<file path="src/rtl/tlb_pkg.sv">
// Shared TLB definitions: entry geometry defaults,
// value field layout and the flush sequencer states.
package tlb_pkg;

  localparam int TLB_ENTRY_COUNT   = 32;
  localparam int TLB_FIXED_ENTRIES = 4;

  localparam int TLB_PFN_WIDTH   = 20;
  localparam int TLB_PFN_LSB     = 1;
  localparam int TLB_WBIT_POS    = 0;
  localparam int TLB_VALUE_WIDTH = TLB_PFN_WIDTH + 1;

  typedef enum logic {
    ST_IDLE  = 1'b0,
    ST_FLUSH = 1'b1
  } flush_state_e;

  function automatic logic [TLB_VALUE_WIDTH-1:0] tlb_pack(
    input logic [TLB_PFN_WIDTH-1:0] pfn,
    input logic                     wbit
  );
    logic [TLB_VALUE_WIDTH-1:0] v;
    v = '0;
    v[TLB_PFN_LSB +: TLB_PFN_WIDTH] = pfn;
    v[TLB_WBIT_POS] = wbit;
    return v;
  endfunction

endpackage

</file>
<file path="src/rtl/tlb_entry_store_ram.sv">
// Dual-port synchronous RAM: port 1 read-only, port 2
// write-first read/write. No reset; block-RAM inferable.
module tlb_dual_port_ram #(
  parameter int DEPTH      = 32,
  parameter int DATA_WIDTH = 21,
  localparam int ADDR_WIDTH = $clog2(DEPTH)
) (
  input  logic                  clk,
  input  logic [ADDR_WIDTH-1:0] rd_index,
  output logic [DATA_WIDTH-1:0] rd_data,
  input  logic [ADDR_WIDTH-1:0] rw_index,
  input  logic                  rw_we,
  input  logic [DATA_WIDTH-1:0] rw_wdata,
  output logic [DATA_WIDTH-1:0] rw_rdata
);

  logic [DATA_WIDTH-1:0] mem_q [DEPTH];
  logic [DATA_WIDTH-1:0] rd_data_q;
  logic [DATA_WIDTH-1:0] rw_rdata_q;

  // Port 1 sees the pre-write contents on a same-index write.
  always_ff @(posedge clk) begin
    rd_data_q <= mem_q[rd_index];
    if (rw_we) begin
      mem_q[rw_index] <= rw_wdata;
      rw_rdata_q      <= rw_wdata;
    end else begin
      rw_rdata_q <= mem_q[rw_index];
    end
  end

  assign rd_data  = rd_data_q;
  assign rw_rdata = rw_rdata_q;

endmodule

</file>
<file path="src/rtl/tlb_entry_store.sv">
// TLB value store: RAM-held values, flop valid bits,
// flush sequencer and random replacement index.
// Ports: lookup (read-only), management (write-first rd/wr,
// invalidate), flushRequest/busy, randomIndex.
module tlb_entry_store
  import tlb_pkg::*;
#(
  parameter int ENTRY_COUNT   = TLB_ENTRY_COUNT,
  parameter int VALUE_WIDTH   = TLB_VALUE_WIDTH,
  parameter int FIXED_ENTRIES = TLB_FIXED_ENTRIES,
  localparam int INDEX_WIDTH  = $clog2(ENTRY_COUNT)
) (
  input  logic                   clock,
  input  logic                   reset,
  input  logic [INDEX_WIDTH-1:0] lookupIndex,
  output logic [VALUE_WIDTH-1:0] lookupData,
  output logic                   lookupValid,
  input  logic [INDEX_WIDTH-1:0] mgmtIndex,
  input  logic                   mgmtWriteEnable,
  input  logic [VALUE_WIDTH-1:0] mgmtWriteData,
  input  logic                   mgmtInvalidate,
  output logic [VALUE_WIDTH-1:0] mgmtReadData,
  output logic                   mgmtReadValid,
  input  logic                   flushRequest,
  output logic                   busy,
  output logic [INDEX_WIDTH-1:0] randomIndex
);

  localparam logic [INDEX_WIDTH-1:0] LAST_IDX =
    INDEX_WIDTH'(ENTRY_COUNT - 1);
  localparam logic [INDEX_WIDTH-1:0] FIXED_IDX =
    INDEX_WIDTH'(FIXED_ENTRIES);

  flush_state_e state_q, state_d;

  logic [INDEX_WIDTH-1:0] sweep_q, sweep_d;
  logic [INDEX_WIDTH-1:0] rand_q, rand_d;
  logic [ENTRY_COUNT-1:0] valid_q, valid_d;

  logic                   lk_valid_q, lk_valid_d;
  logic                   lk_live_q, lk_live_d;
  logic                   mr_valid_q, mr_valid_d;
  logic                   mr_sel_q, mr_sel_d;
  logic [VALUE_WIDTH-1:0] mr_hold_q, mr_hold_d;

  logic                   idle;
  logic                   flush_start;

  logic [VALUE_WIDTH-1:0] ram_lk_data;
  logic [INDEX_WIDTH-1:0] ram_rw_index;
  logic                   ram_rw_we;
  logic [VALUE_WIDTH-1:0] ram_rw_wdata;
  logic [VALUE_WIDTH-1:0] ram_rw_rdata;

  assign idle        = (state_q == ST_IDLE);
  assign flush_start = idle & flushRequest;

  always_comb begin
    state_d = state_q;
    sweep_d = sweep_q;
    unique case (state_q)
      ST_IDLE: begin
        if (flushRequest) begin
          state_d = ST_FLUSH;
          sweep_d = '0;
        end
      end
      ST_FLUSH: begin
        sweep_d = sweep_q + 1'b1;
        if (sweep_q == LAST_IDX) begin
          state_d = ST_IDLE;
        end
      end
      default: begin
        state_d = ST_IDLE;
      end
    endcase
  end

  // Port 2 belongs to the sweep while flushing.
  always_comb begin
    ram_rw_index = mgmtIndex;
    ram_rw_we    = mgmtWriteEnable;
    ram_rw_wdata = mgmtWriteData;
    if (!idle) begin
      ram_rw_index = sweep_q;
      ram_rw_we    = 1'b1;
      ram_rw_wdata = '0;
    end
  end

  // Write is applied after invalidate so it wins.
  always_comb begin
    valid_d = valid_q;
    if (flush_start) begin
      valid_d = '0;
    end else if (idle) begin
      if (mgmtInvalidate) begin
        valid_d[mgmtIndex] = 1'b0;
      end
      if (mgmtWriteEnable) begin
        valid_d[mgmtIndex] = 1'b1;
      end
    end
  end

  always_comb begin
    lk_live_d  = 1'b1;
    lk_valid_d = valid_q[lookupIndex] & ~flush_start;
    mr_valid_d = idle ? valid_d[mgmtIndex] : mr_valid_q;
    mr_sel_d   = idle;
    // Capture the last management read before the sweep
    // takes over port 2, so the output holds while busy.
    mr_hold_d  = mr_sel_q ? ram_rw_rdata : mr_hold_q;
    rand_d     = (rand_q == FIXED_IDX) ? LAST_IDX
                                       : rand_q - 1'b1;
  end

  always_ff @(posedge clock or posedge reset) begin
    if (reset) begin
      state_q    <= ST_IDLE;
      sweep_q    <= '0;
      rand_q     <= LAST_IDX;
      valid_q    <= '0;
      lk_valid_q <= 1'b0;
      lk_live_q  <= 1'b0;
      mr_valid_q <= 1'b0;
      mr_sel_q   <= 1'b0;
      mr_hold_q  <= '0;
    end else begin
      state_q    <= state_d;
      sweep_q    <= sweep_d;
      rand_q     <= rand_d;
      valid_q    <= valid_d;
      lk_valid_q <= lk_valid_d;
      lk_live_q  <= lk_live_d;
      mr_valid_q <= mr_valid_d;
      mr_sel_q   <= mr_sel_d;
      mr_hold_q  <= mr_hold_d;
    end
  end

  tlb_dual_port_ram #(
    .DEPTH      (ENTRY_COUNT),
    .DATA_WIDTH (VALUE_WIDTH)
  ) u_ram (
    .clk      (clock),
    .rd_index (lookupIndex),
    .rd_data  (ram_lk_data),
    .rw_index (ram_rw_index),
    .rw_we    (ram_rw_we),
    .rw_wdata (ram_rw_wdata),
    .rw_rdata (ram_rw_rdata)
  );

  // RAM output regs have no reset; mask until first read.
  assign lookupData    = lk_live_q ? ram_lk_data : '0;
  assign lookupValid   = lk_valid_q;
  assign mgmtReadData  = mr_sel_q ? ram_rw_rdata : mr_hold_q;
  assign mgmtReadValid = mr_valid_q;
  assign busy          = ~idle;
  assign randomIndex   = rand_q;

endmodule
</file>
<file path="config.mk">
export PLATFORM = sky130hd
export DESIGN_NAME = tlb_entry_store
export DESIGN_NICKNAME = d
export VERILOG_FILES = /design/src/rtl/tlb_pkg.sv /design/src/rtl/tlb_entry_store_ram.sv /design/src/rtl/tlb_entry_store.sv
export SDC_FILE = /design/constraint.sdc
export NUM_CORES = 1
export LEC_CHECK = 0
export CORE_ASPECT_RATIO = 1.4
export CORE_MARGIN = 5
export CORE_UTILIZATION = 55
export CTS_BUF_LIST = sky130_fd_sc_hd__clkbuf_2 sky130_fd_sc_hd__clkbuf_4 sky130_fd_sc_hd__clkbuf_8
export DETAILED_ROUTE_END_ITERATION = 10
export GPL_ROUTABILITY_DRIVEN = 0
export PLACE_DENSITY_LB_ADDON = 0.08
export SKIP_CTS_REPAIR_TIMING = 1
export SLEW_MARGIN = 20
export SYNTH_ARGS = -nofsm -noshare
export SYNTH_HDL_FRONTEND = slang
export SYNTH_HIERARCHICAL = 1
export SYNTH_SLANG_ARGS = --single-unit
</file>
<file path="constraint.sdc">
create_clock -name clock -period 4.2 [get_ports clock]
set_input_delay 0.42 -clock clock [delete_from_list [all_inputs] [get_ports clock]]
set_output_delay 0.42 -clock clock [all_outputs]
set_load 0.02 [all_outputs]
</file>
==> summary.md <==
| Metric | Value |
|---|---|
| Status | `finished, final reports clean` |
| PortBufs | `85` |
| Post-synthesis register bit count | `766` |
| Area Overhead vs Synth | `12.89%` |
| Share of post-route cells with drive strength above 1 | `15.96%` |
| Vias per Instance | `6.579` |
| Initial Util | `55.27%` |
| Worst-path maximum fanout | `46` |
| Gr usage total | `29.91%` |
| Met2 Wirelength | `53.96 mm` |
| TritonRoute pass-1 iters | `5` |
| Post-synth EDFFs | `672` |
| Asr flop ratio synth | `8.877%` |
| TritonCTS Buffers | `114` |
| Antenna violations before repair | `4` |
| Placed Instances | `3,522` |
| Most common cell after layout, fill and taps aside | `mux2i_1` |
| First-pass GRT wire length | `161.6 mm` |
| Worst R2R Path Depth | `4` |
| Critical path class | `register to output port` |
| Post-Route WL | `111.1 mm` |
| CTS tree | `yes` |
| Overall die height | `316.0 um` |
| Ys flop type | `edfxtp_1` |
| Mapped Cells | `2,631` |
| Via count | `24.64k` |
| Root Buffer | `clkbuf_8` |
| Clock skew | `0.01624 ns` |
| Vias in the first global route | `25.15k` |
| Final setup fails | `0` |
| Die footprint | `72,230 um^2` |
| Worst vdd ir | `0.5740 mV` |
| Cell Pwr Density | `616.7 nW/um^2` |
| Final hold viol count | `0` |
| Lkg Pwr | `15.74 nW` |
| Io pins | `86` |
| Avg Inst Size Synth | `13.98 um^2` |
| CP endpoint kind | `output port` |
| Cell variety after synth | `65` |
| Pin count of the biggest net entering global routing | `86` |
| Minimum clock period | `4.198 ns` |
| First DRT Iteration DRCs | `2,490` |
| Clk slew on worst S/H paths | `0.07 ns` |
| Longest Clk Path Bufs | `3` |
| Core ar. | `66,560 um^2` |
| MaxCap Viol Count | `0` |
| Worst Path Required | `3.78 ns` |
| Post-Syn Area | `36,790 um^2` |
| H-Tree Level Count | `3` |
| Setup_tns | `0 ns` |
| Max-slew headroom | `31.25%` |
| DRT met1 WL | `43.03 mm` |
| Drt wl/cell | `29.66 um` |
| Nets | `2,826` |
| Dominant cells by area after synthesis | `edfxtp_1 55%, mux2i_1 18%, dfrtp_1 4.3%` |
| Detail Route Antenna Nets | `0` |
| Clk Latency, worst-skew pair | `0.74 ns` |
| Drt drc | `0` |
| Synth warnings | `6` |
| Total power | `0.02561 W` |
| Row count | `112` |
| GRT overflow | `0` |
| Least-Margin Pin Slew | `1.028 ns` |
| Most frequent cells in the layout | `675 x mux2i_1, 672 x edfxtp_1, 168 x a22oi_1, 129 x buf_4, 128 x clkbuf_8` |
| Top Layer Used | `met5` |
| Met3 WL | `9.025 mm` |
| RSZ-0062 raised after global routing | `no` |
| Synth area leader | `edfxtp_1` |
| Die width | `228.6 um` |
| WP data arrival | `3.78 ns` |
| Share of the synthesized area in the top cell type | `54.85%` |
| Worst setup SP type | `register` |
| HP Class | `input pin to asynchronous set/reset pin` |
| Non-Filler Instances | `3,746` |
| Final HPWL DP | `69.27 mm` |
| Max Freq | `0.2382 GHz` |
| Seq/Total Area, Yosys | `60.91%` |
| Final core utilization | `62.39%` |
| CTS Sinks | `766` |
| Max Transition Viols Final | `0` |
| Synth Net Count | `2,670` |
| Period utilization | `99.96%` |
-- synthesized netlist by cell type, drive strengths merged (3+ instances only) --
master / count
a21oi: 116
a221oi: 3
a22o: 85
a22oi: 168
a31oi: 44
and2: 25
and3: 3
and3b: 3
buf: 122
clkbuf: 75
dfrtp: 63
dfstp: 5
dfxtp: 26
edfxtp: 672
ha: 3
inv: 8
mux2: 28
mux2i: 675
mux4: 10
nand2: 121
nand2b: 8
nand3: 96
nand3b: 8
nand4: 44
nor2: 54
nor2b: 29
nor3: 45
o211ai: 8
o21ai: 38
o22ai: 3
o31ai: 4
or2: 4
or3b: 5
-- path summary, 6_finish.rpt --
kind                                         from                           end  slack, ns
min                                         reset        mr_hold_q[4]$_DFF_PP0_       0.05
min reg2reg                mr_hold_q[2]$_DFF_PP0_        mr_hold_q[2]$_DFF_PP0_       0.49
max in group asynchronous                   reset                busy$_DFF_PP0_       3.08
min in group clock         mr_hold_q[2]$_DFF_PP0_        mr_hold_q[2]$_DFF_PP0_       0.49
max reg2reg                        busy$_DFF_PP0_  u_ram/mem_q[11][8]$_DFFE_PP_       1.18
max                                      register              mgmtReadData[14]      0.002
-- per-stage QoR --
stage	setup WS, ns	cell area [um^2]	hold slack, ns
4_1_cts	-0.2084	41440	0.03415
5_1_grt	0.001372	41530	0.06300
3_5_place_dp	0.5954	38910	0.4861
3_3_place_gp	0.6087	38880	0.4712
6_report	0.001869	41530	0.04783
2_1_floorplan	0.6636	36790	0.4656
-- flip-flops by register name (all words and copies together) (netlist names), named ones only --
register and cells:
busy 1, lk_live_q 1, lookupValid 1, mgmtReadValid 1, mr_hold_q 21, mr_sel_q 1, randomIndex 5, sweep_q 5
u_ram/mem_q 672, u_ram/rd_data 21, valid_q 32
-- metal layers --
metal / vias to the layer above / global-route usage (%)
met2: 1319 / 50.13
met5: - / 0
met3: 298 / 5.078
li1: 10690 / -
met1: 12340 / 38.60
met4: 2 / 13.63
-- layout make-up --
class	instances	area (um^2)
inverter	9	35.03
tap	855	1070
timing repair buffer	236	2238
clock inverter	71	623.1
multi-input combinational	1660	13240
sequential	766	22420
antenna	2	5.005
clock buffer	147	1904
fill	4990	25030
-- power breakdown --
group | total, W | switching (W) | internal, W
registers | 0.0101 | 0.000537 | 0.00959
logic | 0.00885 | 0.00559 | 0.00326
clock network | 0.00663 | 0.00292 | 0.00371
total | 0.0256 | 0.00905 | 0.0166
-- critical path: stages, from the launching register on --
cell and delay, ns:
dfxtp_4 0.64, buf_12 0.38, mux2i_1 0.27, a22oi_1 0.13, a31oi_1 0.49, nand3_1 0.19, mux2_2 0.33, clkdlybuf4s50_1 0.57
-- kinds of logic (layout without fill, tap and decap cells) --
kind of cell | count (synthesis) | after routing | synth area share [%]
fa+ha+maj | 3 | 3 | 0.1020
buf+inv | 206 | 463 | 3.816
xor+xnor | 2 | 2 | 0.04762
simple gates | 458 | 459 | 6.299
compound gates | 482 | 482 | 8.982
flops | 766 | 766 | 60.91
mux | 713 | 713 | 19.83
other cells | 1 | 3 | 0.01019
Power figures use the tool's default switching activity.
